## src/rtl/fetch_stage.sv

```systemverilog
// Instruction-fetch stage: PC ownership, single-outstanding imem requests, IF/ID register.
// Optional stall-cycle counter enabled with `define FETCH_STAGE_PERF_EN.
module fetch_stage #(
  parameter int unsigned     PC_W     = 16,
  parameter int unsigned     INSTR_W  = 16,
  parameter logic [PC_W-1:0] RESET_PC = '0
) (
  input  logic               clk,
  input  logic               rst_n,
  input  logic               pc_write,
  input  logic               ifid_write,
  input  logic               branch_taken,
  input  logic [PC_W-1:0]    branch_target,
  output logic               imem_req,
  output logic [PC_W-1:0]    imem_addr,
  input  logic               imem_valid,
  input  logic [INSTR_W-1:0] imem_rdata,
  output logic               if_id_valid,
  output logic [INSTR_W-1:0] if_id_instr,
  output logic [PC_W-1:0]    if_id_pc,
  output logic [3:0]         if_id_rs,
  output logic [3:0]         if_id_rt
`ifdef FETCH_STAGE_PERF_EN
  ,
  output logic [15:0]        stall_cycles
`endif
);

  typedef enum logic [1:0] {ISSUE, WAIT, HOLD, DROP} state_t;

  state_t               r_state;
  logic [PC_W-1:0]      r_pc;
  logic                 r_req;
  logic [INSTR_W-1:0]   r_buf;
  logic                 r_ifid_valid;
  logic [INSTR_W-1:0]   r_ifid_instr;
  logic [PC_W-1:0]      r_ifid_pc;

  logic                 w_advance;
  logic [PC_W-1:0]      w_pc_inc;
  logic                 w_deliver;
  logic [INSTR_W-1:0]   w_word;

  assign w_advance = pc_write & ifid_write;
  assign w_pc_inc  = r_pc + PC_W'(1);

  // A word reaches IF/ID either straight off the bus or from the hold buffer.
  always_comb begin
    w_deliver = 1'b0;
    w_word    = r_buf;
    if (!branch_taken && w_advance) begin
      if (r_state == WAIT && imem_valid) begin
        w_deliver = 1'b1;
        w_word    = imem_rdata;
      end else if (r_state == HOLD) begin
        w_deliver = 1'b1;
      end
    end
  end

  // Fetch FSM; redirect wins in every state, r_req tracks entry into ISSUE.
  always_ff @(posedge clk or negedge rst_n) begin
    if (!rst_n) begin
      r_state <= ISSUE;
      r_pc    <= RESET_PC;
      r_req   <= 1'b1;
      r_buf   <= '0;
    end else begin
      case (r_state)
        ISSUE: begin
          r_req <= 1'b0;
          if (branch_taken) begin
            r_pc    <= branch_target;
            r_state <= DROP;
          end else begin
            r_state <= WAIT;
          end
        end
        WAIT: begin
          if (branch_taken) begin
            r_pc <= branch_target;
            if (imem_valid) begin
              r_state <= ISSUE;
              r_req   <= 1'b1;
            end else begin
              r_state <= DROP;
            end
          end else if (imem_valid) begin
            if (w_advance) begin
              r_pc    <= w_pc_inc;
              r_state <= ISSUE;
              r_req   <= 1'b1;
            end else begin
              r_buf   <= imem_rdata;
              r_state <= HOLD;
            end
          end
        end
        HOLD: begin
          if (branch_taken) begin
            r_pc    <= branch_target;
            r_state <= ISSUE;
            r_req   <= 1'b1;
          end else if (w_advance) begin
            r_pc    <= w_pc_inc;
            r_state <= ISSUE;
            r_req   <= 1'b1;
          end
        end
        DROP: begin
          if (branch_taken) begin
            r_pc <= branch_target;
          end
          // A response landing together with a redirect still drains the stale request.
          if (imem_valid) begin
            r_state <= ISSUE;
            r_req   <= 1'b1;
          end
        end
        default: begin
          r_state <= ISSUE;
          r_req   <= 1'b1;
        end
      endcase
    end
  end

  // IF/ID: flush on redirect, hold when stalled, otherwise load a word or a bubble.
  always_ff @(posedge clk or negedge rst_n) begin
    if (!rst_n) begin
      r_ifid_valid <= 1'b0;
      r_ifid_instr <= '0;
      r_ifid_pc    <= '0;
    end else if (branch_taken) begin
      r_ifid_valid <= 1'b0;
      r_ifid_instr <= '0;
    end else if (ifid_write) begin
      if (w_deliver) begin
        r_ifid_valid <= 1'b1;
        r_ifid_instr <= w_word;
        r_ifid_pc    <= r_pc;
      end else begin
        r_ifid_valid <= 1'b0;
        r_ifid_instr <= '0;
      end
    end
  end

  assign imem_req    = r_req;
  assign imem_addr   = r_pc;
  assign if_id_valid = r_ifid_valid;
  assign if_id_instr = r_ifid_instr;
  assign if_id_pc    = r_ifid_pc;
  assign if_id_rs    = r_ifid_instr[7:4];
  assign if_id_rt    = r_ifid_instr[3:0];

`ifdef FETCH_STAGE_PERF_EN
  logic [15:0] r_stall_cnt;

  // Saturating count of cycles spent holding a word or with IF/ID frozen.
  always_ff @(posedge clk or negedge rst_n) begin
    if (!rst_n) begin
      r_stall_cnt <= '0;
    end else if ((r_state == HOLD || !ifid_write) && r_stall_cnt != 16'hFFFF) begin
      r_stall_cnt <= r_stall_cnt + 16'd1;
    end
  end

  assign stall_cycles = r_stall_cnt;
`endif

endmodule
```

## config.mk

```make
export PLATFORM = sky130hd
export DESIGN_NAME = fetch_stage
export DESIGN_NICKNAME = d
export VERILOG_FILES = /design/src/rtl/fetch_stage.sv
export SDC_FILE = /design/constraint.sdc
export NUM_CORES = 1
export LEC_CHECK = 0
export CORE_ASPECT_RATIO = 0.75
export CORE_MARGIN = 10
export CORE_UTILIZATION = 43
export CTS_CLUSTER_SIZE = 20
export DETAILED_ROUTE_END_ITERATION = 8
export PLACE_DENSITY = 0.73
export SYNTH_ARGS = -nofsm -noshare
export SYNTH_HDL_FRONTEND = slang
export SYNTH_SLANG_ARGS = --single-unit
```

## constraint.sdc

```tcl
create_clock -name clk -period 2.1 [get_ports clk]
set_clock_uncertainty 0.2 [all_clocks]
set_input_delay 0.21 -clock clk [delete_from_list [all_inputs] [get_ports clk]]
set_output_delay 0.21 -clock clk [all_outputs]
set_load 0.03 [all_outputs]
```

## Yosys cells after proc, flatten, opt, wreduce, memory -nomap -nowiden

Index checks and enable logic that the tools add are counted.

- Bits in registers: 68
- Bits of input ports: 38
- Output and inout bits: 58

- Add/sub/neg operators: 1
- Reductions and logical operators: 10
- Mux-type cells: 32
- Equal/unequal tests: 7
- Bitwise logic cells: 3

Operator list:

| cell | count |
|---|---|
| 2-to-1 mux 16 bit | 10 |
| one-hot mux 16 bit (3 select lines) | 1 |
| adder 16 x 1 -> 16 bit, second input constant | 1 |
| 2-to-1 mux 2 bit | 8 |
| 2-to-1 mux 1 bit | 11 |
| one-hot mux 2 bit (4 select lines) | 1 |
| inequality test 3 bit, second input constant | 2 |
| AND reduction 3 bit | 2 |
| == test 2 bit, second input constant | 2 |
| one-hot mux 1 bit (4 select lines) | 1 |
| AND reduction 4 bit | 1 |
| == test 2 x 1 -> 1 bit, second input constant | 1 |
| logical AND 1 bit | 2 |
| logical NOT 2 bit | 1 |
| inequality test 2 x 1 -> 1 bit, second input constant | 1 |
| inequality test 2 bit, second input constant | 1 |
| NOT 1 bit | 2 |
| AND reduction 2 bit | 1 |
| nonzero test 2 bit | 1 |
| OR reduction 2 bit | 1 |
| bitwise AND 1 bit | 1 |
| logical NOT 1 bit | 1 |

## Logic depth before layout (Yosys ltp)

- Word-level depth: 7
- Depth in mapped cells: 9
- Mapped depth without buffers: 6

## Least setup slack after synthesis

OpenSTA, ideal clock, no wires.

- Path kind: register to register
- Start point: register r_state[0]
- End point: register r_pc[10], in the netlist imem_addr[10]
- Library setup time: 121 ps
- Clock period less this slack: 2059 ps
- Slack: 41 ps
- Cell stages (with the launch flop): 9
- Arrival: 1738 ps
- Path through: dfrtp_1 > inv_1 > ha_1 > buf_2 > nor2b_1 > buf_2 > clkbuf_1 > a41oi_1 > o22a_1

- Longest elaborated chain between the ends: 4

Ends and longest elaborated chain:

| item | RTL line | source |
|---|---|---|
| start: declaration | 31 | `state_t r_state;` |
| start signal: assignment | 64 | `r_state <= ISSUE;` |
| start signal: assignment | 74 | `r_state <= DROP;` |
| start signal: assignment | 76 | `r_state <= WAIT;` |
| == test 2 bit / logical NOT 2 bit (equally long branches) | 69 | `case (r_state)` |
| OR reduction 2 bit (no source line) | - |  |
| inequality test 2 x 1 -> 1 bit (no source line) | - |  |
| AND reduction 2 bit (no source line) | - |  |
| end signal: assignment | 73 | `r_pc <= branch_target;` |
| end signal: assignment | 81 | `r_pc <= branch_target;` |
| end signal: assignment | 90 | `r_pc <= w_pc_inc;` |
| end: declaration | 32 | `logic [PC_W-1:0] r_pc;` |

Parallel ways exist; a longest one is shown, timed or not.
A chain may end at the register's enable or synchronous reset.

## Worst setup path in the final report

- Start point: register r_req, in the netlist imem_req
- End point: output port imem_req

RTL lines:

| item | RTL line | source |
|---|---|---|
| start: declaration | 33 | `logic r_req;` |
| start signal: assignment | 66 | `r_req <= 1'b1;` |
| start signal: assignment | 71 | `r_req <= 1'b0;` |
| start signal: assignment | 84 | `r_req <= 1'b1;` |
| end: declaration | 14 | `output logic imem_req,` |

No word-level cell between the ends.

==> results.sh <==
export IMPL_p_sw_uw=2520
export IMPL_rsz0062_at_grt="no"
export IMPL_intPower_uw=3830
export IMPL_synthesis_nets=371
export IMPL_cts_tree="done"
export IMPL_dr_pass1_iters=5
export IMPL_ys_async_sr_fraction_pct=100
export IMPL_maxSlewHeadroom_pct=67.8
export IMPL_worstHoldPathType="in -> async"
export IMPL_nets=470
export IMPL_grt_pass1_wl_um=15100
export IMPL_initial_core_util_pct=43.9
export IMPL_rows=28
export IMPL_critical_path_depth=1
export IMPL_final_hold_viol_count=0
export IMPL_synth_seq_area_share_pct=49.6
export IMPL_gp_congestion=0.844
export IMPL_vdd_ir_drop_max_mv=0.685
export IMPL_cts_buffers=9
export IMPL_fin_crit_ps=2000
export IMPL_dieArea_mm2=0.0120
export IMPL_dp_slack_ps=-61.1
export IMPL_io_pins=96
export IMPL_synth_seq_cells=68
export IMPL_status="finished clean"
export IMPL_die_h_um=97.4
export IMPL_synthDistinctLibCells=46
export IMPL_dp_hpwl_um=6860
export IMPL_ys_warn_count=0
export IMPL_seqPwrFrac_pct=34.0
export IMPL_grt_usage_pct=15.5
export IMPL_pwr_share_clk_pct=16.9
export IMPL_worstMarginPinSlew_ps=483
export IMPL_syn_area_mm2=0.00343
export IMPL_grt_pass1_vias=2923
export IMPL_p_per_area_mw_per_mm2=1320
export IMPL_drt_wl_total_um=9180
export IMPL_cp_start_kind="register"
export IMPL_synth_edf_count=0
export IMPL_reg2reg_setup_slack_ps=100
export IMPL_cts_root_buffer="clkbuf_8"
export IMPL_syn_avg_cell_area_um2=10.5
export IMPL_synth_top_area_cell="dfrtp_1"
export IMPL_worstPathMaxFanout=4
export IMPL_port_buffers=95
export IMPL_grt_ovfl_total=0
export IMPL_layout_setup_ws_ps=100
export IMPL_ff2ff_path_depth=7
export IMPL_synth_most_common_cell="dfrtp_1"
export IMPL_clkSinkCount=68
export IMPL_regToRegEndpoint="imem_addr[15]$_DFFE_PN0P_"
export IMPL_yosysTopAreaCellShare_pct=48.9
export IMPL_final_core_util_pct=61.4
export IMPL_core_area_mm2=0.00781
export IMPL_max_stage_delay_ps=690
export IMPL_dr_first_iter_drc_count=170
export IMPL_antenna_left=0
export IMPL_clk_latency_ps=350
export IMPL_leakagePower_uw=0.00210
export IMPL_synthFlopType="dfrtp_1"
export IMPL_ctsHtreeMaxLevel=3
export IMPL_antenna_found_initial=0
export IMPL_dp_cells=520
export IMPL_path_cells="clkdlybuf4s50_1"
export IMPL_ctsLongestPathBuffers=2
export IMPL_grt_max_degree=29
export IMPL_clk_pin_slew_ps=80
export IMPL_cp_data_required_time_ps=1690
export IMPL_synth_area_top_cells="dfrtp_1 49%, mux2_2 7.5%, o21ai_0 4.5%, mux2_4 4.4%, a21oi_1 4.1%"
export IMPL_synth_commonest_cells="67 x dfrtp_1, 31 x o21ai_0, 28 x a21oi_1"
export IMPL_drv_slew=0
export IMPL_slowest_stage="clkdlybuf4s50_1"
export IMPL_period_share_pct=95.2
export IMPL_synth_cells=328
export IMPL_post_cts_setup_buffers=0
export IMPL_combPwrFrac_pct=49.1
export IMPL_vias=2870
export IMPL_drv_cap=0
export IMPL_drc_errors=0
export IMPL_fin_cells=537
export IMPL_finalSetupViolCount=0
export IMPL_criticalPathCategory="reg -> out"
export IMPL_areaGrowthSynthToFinish_pct=39.8
export IMPL_fp_dieW_um=123
export IMPL_antenna_cells=0
export IMPL_critPathBufInv=1
export IMPL_critPathTopFamily="buffers and inverters"
export IMPL_cp_arrival_ps=1590
export IMPL_power_switching_share_pct=39.7
export IMPL_holdWs_ps=157
export IMPL_rr_startpoint="r_state[0]$_DFFE_PN0P_"
export IMPL_clock_fmax_mhz=500
export IMPL_layout_drive_gt1_share_pct=18.8
export IMPL_cp_end_kind="output pin"
export IMPL_wl_per_cell_um=17.1
export IMPL_post_drt_via_cell_ratio=5.34
metrics by stage:
stage               TNS, ps  cell area, um2  power, uW
global route              0            4790       6750
floorplan                 0            3430       3990
finish                    0            4790       6350
CTS                       0            4780       6370
global placement          0            4580       5190
detailed placement    -83.6            4580       5290
cell families after synthesis:
logic type               count (synthesis)  synth area share, %
AO/OA/AOI/OAI                           89                 15.7
XOR/XNOR                                 1                0.255
adder cells (fa/ha/maj)                  5                 1.82
buffers and inverters                   37                 5.98
flip-flops                              68                 49.6
multiplexers                            35                 12.5
AND/OR/NAND/NOR                         93                 14.1
layout by cell type, fill, tap and decap left out, types with 6 or more instances in the layout:
cell type        instances
clkdlybuf4s50_1         94
dfrtp_1                 67
o21ai_0                 31
a21oi_1                 28
nand2_1                 23
mux2_2                  23
and3_1                  22
nor2_1                  18
buf_4                   18
mux2_4                  10
clkbuf_8                 9
buf_12                   6
area by class of cell:
cell class	count	area, um2
fillers	637	3020
flip-flops and latches	68	1700
multi-input cells	223	1540
repair buffers	120	1210
well taps	105	131
clock buffers	9	124
clock inverters	7	67.6
inverters	5	18.8
how the worst max path moves through the flow:
stage,startpoint,to,slack (ps)
after global placement,imem_valid,r_state[1]$_DFFE_PN0P_,30
after CTS,r_state[1]$_DFFE_PN0P_,r_state[1]$_DFFE_PN0P_,60
final,imem_req$_DFFE_PN1P_,imem_req,100
after global routing,r_state[0]$_DFFE_PN0P_,imem_addr[15]$_DFFE_PN0P_,2
after floorplan,r_state[0]$_DFFE_PN0P_,imem_addr[10]$_DFFE_PN0P_,40
after detailed placement,imem_valid,r_state[1]$_DFFE_PN0P_,-60
flip-flops by register name, indices dropped and copies added, names as in the netlist:
signal,flops
if_id_pc,16
imem_req,1
r_state,2
if_id_valid,1
imem_addr,16
r_buf,16
if_id_instr,16
routing by layer:
layer	GRT usage, %	vias to the layer above	routed length [um]
met1	19.1	1430	3870
met5	0	-	0
li1	-	1370	-
met2	25.6	62	4690
met4	4.02	0	106
met3	4.47	8	504
timing repair:
action	4_1_cts	5_1_grt
gates resized for setup	0	4
setup endpoints to repair	0	6
hold buffers	1	0
hold endpoints to repair	39	0
power groups by stage:
stage / registers (uW) / logic, uW / clock network (uW)
final: 2160 / 3120 / 1070
after detailed placement: 2170 / 3120 / 0
after global placement: 2140 / 3050 / 0
after CTS: 2150 / 3130 / 1090
after floorplan: 2730 / 1250 / 0
after global routing: 2220 / 3360 / 1160
No activity file was read; power rests on OpenSTA's default activity.
